<file path="src/rtl/bit_serial_alu_seq.sv">
// bit_serial_alu_seq: sequencer for an external 1-bit ALU slice.
// Accepts a WIDTH-bit operation, presents one operand bit per clock to the
// slice LSB-first, feeds the slice carry-out back as the next carry-in and
// assembles the result plus {N,Z,C,V} flags.
// Optional feature macro: BITSER_FLAGS_EN (flags computed when defined,
// tied to 4'b0000 otherwise; result and timing are identical either way).
module bit_serial_alu_seq #(
    parameter int WIDTH = 64
) (
    input  logic             clk,
    input  logic             reset,
    input  logic             start,
    input  logic [2:0]       op,
    input  logic [WIDTH-1:0] a,
    input  logic [WIDTH-1:0] b,
    output logic             slice_A,
    output logic             slice_B,
    output logic             slice_CI,
    output logic [2:0]       slice_S,
    input  logic             slice_out,
    input  logic             slice_CO,
    output logic             busy,
    output logic             done,
    output logic             err,
    output logic [WIDTH-1:0] result,
    output logic [3:0]       flags
);

    localparam int CW = (WIDTH > 1) ? $clog2(WIDTH) : 1;

    localparam logic [1:0] S_IDLE = 2'd0;
    localparam logic [1:0] S_RUN  = 2'd1;
    localparam logic [1:0] S_DONE = 2'd2;

    localparam logic [CW-1:0] LAST_BIT = CW'(WIDTH - 1);

    logic [1:0]       state;
    logic [WIDTH-1:0] a_sh;
    logic [WIDTH-1:0] b_sh;
    logic [CW-1:0]    cnt;
    logic             carry;
    logic             err_q;
    logic [2:0]       op_q;

    // Legal opcodes: passB, add, sub, and, or, xor.
    function automatic logic op_legal(input logic [2:0] o);
        return (o != 3'b001) && (o != 3'b111);
    endfunction

    // Add and sub are the only ops whose carry chain is meaningful.
    function automatic logic op_arith(input logic [2:0] o);
        return (o == 3'b010) || (o == 3'b011);
    endfunction

    assign busy     = (state == S_RUN);
    assign done     = (state == S_DONE);
    assign err      = done & err_q;
    assign slice_A  = busy & a_sh[0];
    assign slice_B  = busy & b_sh[0];
    assign slice_CI = busy & carry;
    assign slice_S  = op_q;

`ifdef BITSER_FLAGS_EN
    logic [3:0]       flags_q;
    logic [WIDTH-1:0] res_full;
    logic [3:0]       flags_next;

    // Result as it will stand once the MSB from the slice is written in; the
    // MSB of the result register is still zero at that point (cleared on start).
    always_comb begin
        res_full             = result;
        res_full[WIDTH-1]    = slice_out;
        flags_next[3]        = slice_out;
        flags_next[2]        = (res_full == '0);
        flags_next[1]        = op_arith(op_q) & slice_CO;
        flags_next[0]        = op_arith(op_q) & (carry ^ slice_CO);
    end

    assign flags = flags_q;
`else
    assign flags = 4'b0000;
`endif

    // Main FSM: capture on start, shift one bit per RUN cycle, pulse done.
    always_ff @(posedge clk) begin
        if (reset) begin
            state  <= S_IDLE;
            a_sh   <= '0;
            b_sh   <= '0;
            cnt    <= '0;
            carry  <= 1'b0;
            err_q  <= 1'b0;
            op_q   <= 3'b000;
            result <= '0;
`ifdef BITSER_FLAGS_EN
            flags_q <= 4'b0000;
`endif
        end else begin
            case (state)
                S_IDLE: begin
                    if (start) begin
                        op_q   <= op;
                        a_sh   <= a;
                        b_sh   <= b;
                        cnt    <= '0;
                        result <= '0;
                        // Sub relies on the slice inverting B plus a carry-in of 1.
                        carry  <= op_arith(op) & op[0];
                        err_q  <= ~op_legal(op);
                        state  <= op_legal(op) ? S_RUN : S_DONE;
`ifdef BITSER_FLAGS_EN
                        flags_q <= 4'b0000;
`endif
                    end
                end
                S_RUN: begin
                    a_sh        <= a_sh >> 1;
                    b_sh        <= b_sh >> 1;
                    result[cnt] <= slice_out;
                    carry       <= slice_CO;
                    cnt         <= cnt + 1'b1;
                    if (cnt == LAST_BIT) begin
                        state <= S_DONE;
`ifdef BITSER_FLAGS_EN
                        flags_q <= flags_next;
`endif
                    end
                end
                S_DONE: begin
                    err_q <= 1'b0;
                    state <= S_IDLE;
                end
                default: state <= S_IDLE;
            endcase
        end
    end

endmodule
</file>
<file path="config.mk">
export PLATFORM = sky130hd
export DESIGN_NAME = bit_serial_alu_seq
export DESIGN_NICKNAME = d
export VERILOG_FILES = /design/src/rtl/bit_serial_alu_seq.sv
export SDC_FILE = /design/constraint.sdc
export NUM_CORES = 1
export LEC_CHECK = 0
export CORE_AREA = 2 2 202 204
export CTS_CLUSTER_SIZE = 10
export DETAILED_ROUTE_END_ITERATION = 8
export DIE_AREA = 0 0 204 206
export SYNTH_ARGS = -nofsm -noshare
export SYNTH_HDL_FRONTEND = slang
export SYNTH_SLANG_ARGS = --single-unit
</file>
<file path="constraint.sdc">
create_clock -name clk -period 3.4 [get_ports clk]
set_input_delay 0.34 -clock clk [delete_from_list [all_inputs] [get_ports clk]]
set_output_delay 0.34 -clock clk [all_outputs]
set_load 0.05 [all_outputs]
</file>
# == Word level (Yosys, flattened, before mapping) ==
# Index checks and enable logic that the tools add are counted.
# op_classes
n_addsub,1
order_cmp,2
n_eq_ne,9
muxes,19
bitwise,6
n_reduce_logical,10
# ops
op,count
one-hot mux 64 bit (2 select lines),3
two-way mux 64 bit,3
bitwise mux 64 bit,1
one-hot mux 6 bit (2 select lines),1
AND reduction 2 bit,4
"< comparator 6 x 7 -> 1 bit, second input constant",1
"adder 6 x 1 -> 6 bit, second input constant",1
demux 1 bit (select 6 bit),1
"== test 3 x 2 -> 1 bit, second input constant",2
"== test 6 bit, second input constant",1
">= comparator 6 x 1 -> 1 bit, second input constant",1
two-way mux 2 bit,3
two-way mux 6 bit,1
AND 1 bit,5
one-hot mux 1 bit (2 select lines),2
one-hot mux 2 bit (2 select lines),1
nonzero test 2 bit,2
two-way mux 1 bit,3
"!= test 3 x 1 -> 1 bit, second input constant",1
"!= test 3 bit, second input constant",1
"== test 2 x 1 -> 1 bit, second input constant",1
"== test 2 bit, second input constant",1
logical AND 1 bit,2
zero test 2 bit,1
other kinds (4),4
# totals
register_bits,205
in_bits,136
output_inout_bits,77
elab_cells,55

# == Logic depth before layout (Yosys ltp) ==
# logic_depth
ltp_word,6
ltp_mapped,6
ltp_nobuf,4

# == Worst setup path after synthesis ==
# No wires, ideal clock.
# synth_timing
path_kind,reg-to-output
startpoint,register state[1]
endpoint,output slice_A
arrival_ps,1855
setup_slack_ps,1205
stages_incl_launch_ff,6
path_buffers,2
path_cell_list,dfxtp_1 nand2b_1 inv_2 buf_2 clkbuf_1 and2_1
# synth_via
elab_chain_len,2
# synth_lines
element,line,text
"start, declared",37,logic [1:0] state;
"start signal, assigned",110,state <= op_legal(op) ? S_RUN : S_DONE;
== test 2 x 1 -> 1 bit,55,assign busy = (state == S_RUN);
named net busy,22,"output logic busy,"
AND 1 bit,58,assign slice_A = busy & a_sh[0];
"end, declared",16,"output logic slice_A,"
# The timed path passes the listed nets, and every way through them passes these cells.

# == Final worst setup path ==
# layout_timing
startpoint,register state[1]
endpoint,output err
# layout_via
elab_chain_len,2
# layout_lines
element,line,text
== test 2 bit,56,assign done = (state == S_DONE);
AND 1 bit,57,assign err = done & err_q;
"end, declared",24,"output logic err,"
# Every way passes these cells.

==> results.json <==
{
  "status": "finished clean",
  "clk_path_buf_depth": 3,
  "antenna_found_initial": 1,
  "start_util_pct": 22.6,
  "critPathTopFamily": "buffers and inverters",
  "dp_hpwl_um": 17100,
  "drtIter0Drc": 583,
  "finalPower_mw": 5.88,
  "synth_xor_area_share_pct": 0.0965,
  "synth_area_per_cell_um2": 8.10,
  "fin_skew_ns": 0.0226,
  "dp_cells": 1761,
  "ys_warn_count": 0,
  "hold_viol": 0,
  "critPathRequiredTime_ns": 3.06,
  "critical_path_class": "reg2out",
  "postCtsSetupBuffers": 0,
  "cts-root-buf": "clkbuf_16",
  "ios": 213,
  "fmax_mhz": 388,
  "gr-total-overflow": 0,
  "route.met3.wl_um": 1490,
  "start_kind": "flop",
  "synth_top_area_share_pct": 45.2,
  "cts-resized-gates": 0,
  "synth-simple-area-share_pct": 27.2,
  "dieHeight_um": 206,
  "worstPathCellList": "nor2b_1 -> and2_1 -> clkdlybuf4s50_1",
  "synthTopCellsByArea": "dfxtp_1 45%, a311oi_1 12%, nand2_1 11%, nand3_1 6.8%, mux2i_1 6.3%",
  "powerDensity_nw_per_um2": 481,
  "synth.area.mux_share_pct": 6.29,
  "ant_nets": 0,
  "cts_made_buffers": 25,
  "synth_cell_type_count": 51,
  "wl_met1_um": 12500,
  "final_nets": 1393,
  "max-vdd-ir-drop_mv": 0.263,
  "num_rows": 74,
  "synthArstFlopShare_pct": 0,
  "rsz0062_at_grt": "false",
  "cts_htree_levels": 1,
  "clkSinkCount": 205,
  "first_global_vias": 7847,
  "grt_max_degree": 130,
  "tritoncts": "built",
  "setup_tns_ns": 0,
  "finalHoldWorstSlack_ns": 0.388,
  "synth-compound-area-share_pct": 14.7,
  "via_per_inst": 4.67,
  "syn_inst": 1121,
  "die_area_um2": 42000,
  "finalCriticalPeriod_ns": 2.58,
  "numPortBuffers": 208,
  "drive_gt1_share_pct": 5.07,
  "core-area_um2": 40200,
  "path_clk_slew_ns": 0.06,
  "route.detailed.drc": 0,
  "routed_wl_um": 27000,
  "ys.flop_type": "dfxtp_1",
  "routedWlPerCell_um": 15.0,
  "grt_pass1_wl_um": 42200,
  "vias": 8386,
  "worstPathArrival_ns": 2.24,
  "p_leak_nw": 4.74,
  "synth.largest_area_cell": "dfxtp_1",
  "ys_seq_area_share_pct": 45.2,
  "rrSetupSlack_ns": 1.36,
  "worst_slew_pin_slew_ns": 0.914,
  "worst_setup_path_end_kind": "output pin",
  "cts_hold_buf": 0,
  "max_slew_margin_pct": 39.1,
  "crit_buf_inv": 1,
  "finalSetupViolCount": 0,
  "ys_ff_latch": 205,
  "cp_max_fo": 12,
  "min_period_over_period_pct": 75.8,
  "grt_usage_pct": 12.3,
  "holdCritPathClass": "in2reg",
  "fin_cells": 1796,
  "highest_layer": "met5",
  "clock_latency_ns": 0.53,
  "slew_viol_final": 0,
  "gp_congestion": 0.747,
  "synth_fa_ha_area_share_pct": 0.138,
  "area_growth_pct": 34.7,
  "synth_edf_count": 0,
  "route.met2.wl_um": 12600,
  "syn_area_um2": 9080,
  "max_cap_viol_count": 0,
  "cpPeakStageDelay_ns": 0.79,
  "n_fill_cell": 4271,
  "dr.pass1.iters": 5,
  "cpMaxStageDelayCell": "clkdlybuf4s50_1",
  "synth_top_family_by_area": "simple AND/OR/NAND/NOR gates",
  "die_w_um": 204
}
==> logic make-up (layout without fill, tap and decap cells) <==
kind of cell | after synthesis | after routing
flip-flops | 205 | 205
other | 1 | 5
AND/OR/NAND/NOR | 570 | 570
AO/OA/AOI/OAI | 158 | 158
XOR/XNOR | 1 | 1
multiplexers | 57 | 57
adder cells (fa/ha/maj) | 1 | 1
buffers and inverters | 128 | 267
==> report_power, final <==
part / switching, mW / internal [mW] / total [mW] / leakage (nW)
Clock: 1.00 / 1.34 / 2.34 / 0.330
Combinational: 0.505 / 0.363 / 0.868 / 2.73
Sequential: 0.0935 / 2.58 / 2.67 / 1.69
==> final timing paths <==
| check | to | from | cells past startpoint |
|---|---|---|---|
| setup reg to reg | b_sh[29]$_SDFFE_PP0P_ | state[0]$_SDFFE_PP0P_ | 5 |
| hold reg to reg | slice_S[0]$_SDFFE_PP0P_ | slice_S[0]$_SDFFE_PP0P_ | 2 |
| hold / removal | b_sh[16]$_SDFFE_PP0P_ | b[16] | 3 |
| setup / recovery | err | state[1]$_SDFFE_PP0P_ | 3 |
==> through the flow <==
stage | util [%] | worst slack, ns | instance area [um^2]
after floorplan | - | 1.20 | 9090
after global placement | 28.7 | 1.22 | 11500
after detailed placement | 28.7 | 1.19 | 11500
after CTS | 30.4 | 0.772 | 12200
after global routing | 30.4 | 0.674 | 12200
final | 30.4 | 0.821 | 12200
==> worst reg2reg max path, cell delays in order, from the launching register on <==
cell,delay (ns)
dfxtp_1,0.58
nand2b_4,0.12
inv_4,0.27
buf_4,0.52
nand2_1,0.13
a311oi_1,0.29
==> layout by cell type, fill, tap and decap left out, types with 2 or more instances in the layout <==
cell             count
and3_1               2
mux2i_1             57
inv_1                3
buf_4               17
a21oi_1              9
a32o_1               3
dfxtp_1            205
clkbuf_1             5
o21ai_0              4
a31o_2               2
nand3_1            123
a311oi_1           126
nor3b_1              2
nor4bb_1             2
a22oi_1              3
or3_1                2
o311ai_0             2
nor3_1               3
nor2b_1              9
nor2_1             133
nor3b_2              3
and2_1               6
nor4_1               2
nand4_1              3
and4b_1              2
conb_1               4
clkdlybuf4s50_1    203
nand2_1            265
buf_12               8
clkbuf_16           25
and3b_1              5
==> layer usage <==
| layer | global-route usage [%] | up-vias |
|---|---|---|
| met5 | 0 | - |
| met4 | 3.08 | 2 |
| met3 | 2.37 | 29 |
| met2 | 20.6 | 209 |
| met1 | 16.3 | 3959 |
| li1 | - | 4187 |
==> Yosys cell counts, types with 4 or more instances <==
cell type and n:
a311oi_1 126, nand2_1 265, and2_1 6, a21oi_1 9, buf_2 46, o21ai_0 4
mux2i_1 57, and3b_1 5, buf_1 10, buf_4 5, nor2b_1 9, nand3_1 123
nor2_1 133, clkbuf_1 58, dfxtp_1 205
==> layout make-up <==
class                      count  area [um^2]  area share (%)
sequential                   205         4100            33.6
timing repair buffer         228         2320            19.0
multi-input combinational    791         4430            36.3
clock inverter                 3         21.3           0.174
antenna                        1         2.50          0.0205
clock buffer                  31          658            5.38
tap                          532          666            5.45
inverter                       5         21.3           0.174
==> registers in the layout (all words and copies together) (netlist names) <==
name,cells
slice_S,3
err_q,1
b_sh,64
a_sh,64
cnt,6
state,2
result,64
carry,1
(Power assumes the default switching activity.)
